[config.mk]
export PLATFORM = sky130hd
export DESIGN_NAME = serial_sub_ctrl
export DESIGN_NICKNAME = d
export VERILOG_FILES = /design/src/rtl/serial_sub_ctrl.sv
export SDC_FILE = /design/constraint.sdc
export NUM_CORES = 1
export LEC_CHECK = 0
export CORE_MARGIN = 2
export CORE_UTILIZATION = 51
export CTS_CLUSTER_DIAMETER = 200
export DETAILED_ROUTE_END_ITERATION = 12
export GPL_TIMING_DRIVEN = 0
export PLACE_DENSITY = 0.89
export SYNTH_ARGS = -nofsm -noshare
export SYNTH_HDL_FRONTEND = slang
export SYNTH_SLANG_ARGS = --single-unit
[constraint.sdc]
create_clock -name clk -period 2.1 [get_ports clk]
set_clock_uncertainty 0.2 [all_clocks]
set_input_delay 0.42 -clock clk [delete_from_list [all_inputs] [get_ports clk]]
set_output_delay 0.42 -clock clk [all_outputs]
set_load 0.05 [all_outputs]
[src/rtl/serial_sub_ctrl.sv]
// Bit-serial subtractor controller: diff = a - b (mod 2^WIDTH), one bit per
// clock, LSB first, through a single full-subtract cell. Owns the operand
// shift registers, borrow flop, bit counter and start/busy/done handshake.
module serial_sub_ctrl #(
  parameter int WIDTH = 8
) (
  input  logic             clk,
  input  logic             rst_n,
  input  logic             start,
  input  logic [WIDTH-1:0] a,
  input  logic [WIDTH-1:0] b,
  output logic             busy,
  output logic             done,
  output logic [WIDTH-1:0] diff,
  output logic             borrow_out,
  output logic             zero
);

  localparam int                 CNT_W    = (WIDTH > 2) ? $clog2(WIDTH) : 1;
  localparam logic [CNT_W-1:0]   CNT_LAST = CNT_W'(WIDTH - 1);

  typedef enum logic [1:0] {
    IDLE  = 2'd0,
    SHIFT = 2'd1,
    DONE  = 2'd2
  } state_t;

  state_t state_q, state_d;

  logic [WIDTH-1:0] a_sh_q, a_sh_d;
  logic [WIDTH-1:0] b_sh_q, b_sh_d;
  // Only WIDTH-1 partial result bits need storage: the last bit comes
  // straight from the cell on the final SHIFT cycle.
  logic [WIDTH-2:0] r_sh_q, r_sh_d;
  logic             brw_q, brw_d;
  logic [CNT_W-1:0] cnt_q, cnt_d;
  logic [WIDTH-1:0] diff_q, diff_d;
  logic             bo_q, bo_d;
  logic             zero_q, zero_d;

  logic             d_bit;
  logic             bout;
  logic [WIDTH-1:0] r_full;

  // Full-subtract cell on the current operand LSBs and running borrow.
  always_comb begin
    d_bit = a_sh_q[0] ^ b_sh_q[0] ^ brw_q;
    bout  = (~a_sh_q[0] & b_sh_q[0]) | (~(a_sh_q[0] ^ b_sh_q[0]) & brw_q);
  end

  // Partial result with this cycle's difference bit inserted at the top;
  // on the last SHIFT cycle this is the complete result.
  assign r_full = {d_bit, r_sh_q};

  // Next-state and datapath update: load on accept, shift while running,
  // latch results on leaving SHIFT.
  always_comb begin
    state_d = state_q;
    a_sh_d  = a_sh_q;
    b_sh_d  = b_sh_q;
    r_sh_d  = r_sh_q;
    brw_d   = brw_q;
    cnt_d   = cnt_q;
    diff_d  = diff_q;
    bo_d    = bo_q;
    zero_d  = zero_q;
    case (state_q)
      IDLE: begin
        if (start) begin
          state_d = SHIFT;
          a_sh_d  = a;
          b_sh_d  = b;
          r_sh_d  = '0;
          brw_d   = 1'b0;
          cnt_d   = '0;
        end
      end
      SHIFT: begin
        a_sh_d = {1'b0, a_sh_q[WIDTH-1:1]};
        b_sh_d = {1'b0, b_sh_q[WIDTH-1:1]};
        r_sh_d = r_full[WIDTH-1:1];
        brw_d  = bout;
        cnt_d  = cnt_q + CNT_W'(1);
        if (cnt_q == CNT_LAST) begin
          state_d = DONE;
          diff_d  = r_full;
          bo_d    = bout;
          zero_d  = (r_full == '0);
        end
      end
      DONE: begin
        state_d = IDLE;
      end
      default: begin
        state_d = IDLE;
      end
    endcase
  end

  // State register.
  always_ff @(posedge clk or negedge rst_n) begin
    if (!rst_n) begin
      state_q <= IDLE;
    end else begin
      state_q <= state_d;
    end
  end

  // Shift registers, borrow, counter and result registers.
  always_ff @(posedge clk or negedge rst_n) begin
    if (!rst_n) begin
      a_sh_q <= '0;
      b_sh_q <= '0;
      r_sh_q <= '0;
      brw_q  <= 1'b0;
      cnt_q  <= '0;
      diff_q <= '0;
      bo_q   <= 1'b0;
      zero_q <= 1'b0;
    end else begin
      a_sh_q <= a_sh_d;
      b_sh_q <= b_sh_d;
      r_sh_q <= r_sh_d;
      brw_q  <= brw_d;
      cnt_q  <= cnt_d;
      diff_q <= diff_d;
      bo_q   <= bo_d;
      zero_q <= zero_d;
    end
  end

  assign busy       = (state_q == SHIFT);
  assign done       = (state_q == DONE);
  assign diff       = diff_q;
  assign borrow_out = bo_q;
  assign zero       = zero_q;

endmodule
==> metrics.cfg <==
[detailed_routing]
wl_per_cell_um = 15.1
drtPass1Iterations = 4
postRouteAntennaNets = 0
post-route-drc-count = 0
highest_layer = met4
routed_wl_um = 3460
num_vias = 1277
met3WireLength_um = 155
wl_met2_um = 1670
first_iter_violations = 50
viasPerCell = 5.58
drt-met1-wl_um = 1570

[global_route]
grt_pass1_wl_um = 5600
overflow = 0
grt_pass1_vias = 1323
grt_usage = 0.207
grt_start_max_net_pins = 40
antenna_found_initial = 0

[timing]
finalHoldWorstSlack_ns = -0.0415
rsz0062_at_grt = false
drv_slew = 0
setup_viol = 0
hold_viol_final = 39
max_freq_mhz = 490
slew_headroom = 0.444
period_needed_ns = 2.04
tightest_slew_ns = 0.834
timing.final.crit_share = 0.971

[floorplanning]
dieHeight_um = 61.7
rows = 20
dieArea_um2 = 3800
io_pins = 31
initial_core_util = 0.546
fp.dieW_um = 61.7
core_area_um2 = 3100

[logic_synthesis]
yosys.area.top_type = dfrtp_1
synth_ff_type = dfrtp_1
synth_top_family_by_area = compound AO/OA/AOI/OAI gates
synth_nets = 169
synth.area.top_cells = dfrtp_1 (58%), mux2_1 (5.3%), o21ai_1 (5.0%), a22o_1 (4.6%), nor2b_1 (4.4%)
synth-seq-area-share = 0.576
ys_types = 22
synth-compound-area-share = 0.180
syn_area_um2 = 1700
yosys_register_bits = 39
synthXorXnorAreaFrac = 0
synth-simple-area-share = 0.0908
synth_most_common_cell = dfrtp_1
synth_top_area_frac = 0.576
synth_warnings = 0
synth-edff-count = 0
synthMuxAreaShare = 0.0886
synthArstFlopShare = 1.00
synthAdderAreaFrac = 0.0266
avgSynthCellArea_um2 = 11.5
syn-instance-count = 147
synthTopCellsByCount = dfrtp_1 (39), o21ai_1 (17), nand2_1 (13)

[finish]
area_growth_pct = 23.7
fillCellCount = 257
finish.utilization = 0.676
nets = 207
antennaDiodeCount = 0
drive_above_1_share = 0.114
design_area_um2 = 2100

[power]
p_leak_uw = 0.000996
powerDensity_nw_per_um2 = 1460
ir_drop_mv = 0.836
p_total_uw = 3070

[clock_tree]
clk_pin_slew_worst_paths_ns = 0.11
cts_buffer_depth = 2
cts_max_level = 2
tritoncts = yes
cts_buffers = 5
clk_root_buffer_cell = clkbuf_4
clk_latency_ns = 0.34
clock-sinks = 39

[run_status]
failed_checks = hold timing
status = complete, but fails checks

[critical_path]
crit_fanout = 10
end_kind = output port
ff2ff_setup_slack_ns = 0.22
start_kind = register
critPathKind = reg -> out
required_ns = 1.48
arrival_ns = 1.42

[place]
dpl_cell_area_um2 = 2050
gp_congestion = 0.778
port_buffers = 30
post-dp-hpwl_um = 2510

[run]
cap_violations = 0

[worst_hold_path]
hp-class = in -> async

layout by cell type, fill, tap and decap left out:
cell / instances
dfrtp_1: 39
o21ai_1: 17
clkdlybuf4s50_1: 17
nand2_1: 13
nor2b_1: 12
a21oi_1: 11
dlygate4sd2_1: 10
a22o_1: 9
a22oi_1: 8
mux2_1: 8
buf_2: 6
mux2i_1: 6
clkbuf_4: 6
inv_1: 3
o21ai_0: 3
buf_4: 2
buf_6: 2
clkbuf_1: 2
nor4_1: 2
ha_1: 2
nand2b_1: 1
inv_2: 1
o21bai_2: 1
nand3b_2: 1
fa_1: 1
clkinv_2: 1
clkbuf_8: 1
layout make-up:
cell class	count	area, µm²	area share
flip-flops and latches	39	976	0.465
multi-input cells	95	654	0.312
repair buffers	31	289	0.138
well taps	44	55.1	0.0263
clock buffers	6	51.3	0.0245
plain buffers	9	51.3	0.0245
inverters	4	15.0	0.00716
clock inverters	1	5.00	0.00239
state kept, by name (all words and copies together) (netlist names):
register / count
brw_q: 1
cnt_q: 3
borrow_out: 1
a_sh_q: 8
r_sh_q: 7
diff: 8
b_sh_q: 8
state_q: 2
zero: 1
worst max-delay path, cell delays in order, from the launching register on:
cell,delay (ns)
dfrtp_1,0.44
nand2b_1,0.21
inv_2,0.08
buf_4,0.17
buf_6,0.17
power breakdown:
group          internal [µW]  switching, µW
registers               1060            226
clock network            155            234
logic                    564            828
logic make-up after synthesis:
kind of cell	Yosys count
mux	14
buf+inv	13
simple gates	29
fa+ha+maj	3
compound gates	49
flops	39
through the flow:
| stage | instances | worst slack (ns) | TNS (ns) | hold slack (ns) |
|---|---|---|---|---|
| after floorplan | 147 | 0.0824 | 0 | -0.0756 |
| after global placement | 221 | -0.423 | -16.98 | 0.265 |
| after detailed placement | 221 | -0.318 | -0.576 | 0.284 |
| after CTS | 229 | 0.0385 | 0 | 0.00160 |
| after global routing | 229 | 0.00136 | 0 | 0.0286 |
| final | 229 | 0.0613 | 0 | -0.0415 |
per-layer routing:
layer | vias to the layer above | GRT usage
met4 | 0 | 0.0881
met2 | 34 | 0.337
li1 | 595 | -
met3 | 6 | 0.0651
met5 | - | 0
met1 | 642 | 0.254
final timing paths:
| kind | cells after the start | to | from |
|---|---|---|---|
| max in group asynchronous | 1 | cnt_q[1] | rst_n |
| setup / recovery | 4 | busy | state_q[1] |
| setup reg to reg | 5 | diff[7] | cnt_q[0] |
| hold reg to reg | 1 | diff[6] | diff[6] |
| hold / removal | 1 | r_sh_q[5] | rst_n |
| min in group clk | 1 | diff[6] | diff[6] |
repair_timing:
| item | CTS | global route |
|---|---|---|
| setup buffers | 1 | 0 |
| gates resized for setup | 22 | 3 |
| setup endpoints to repair | 12 | 2 |
| endpoints found under the hold margin | 0 | 0 |
| hold buffers | 0 | 0 |
| pin swaps | 0 | 0 |
Note: power is estimated with default switching activity, not from simulation.
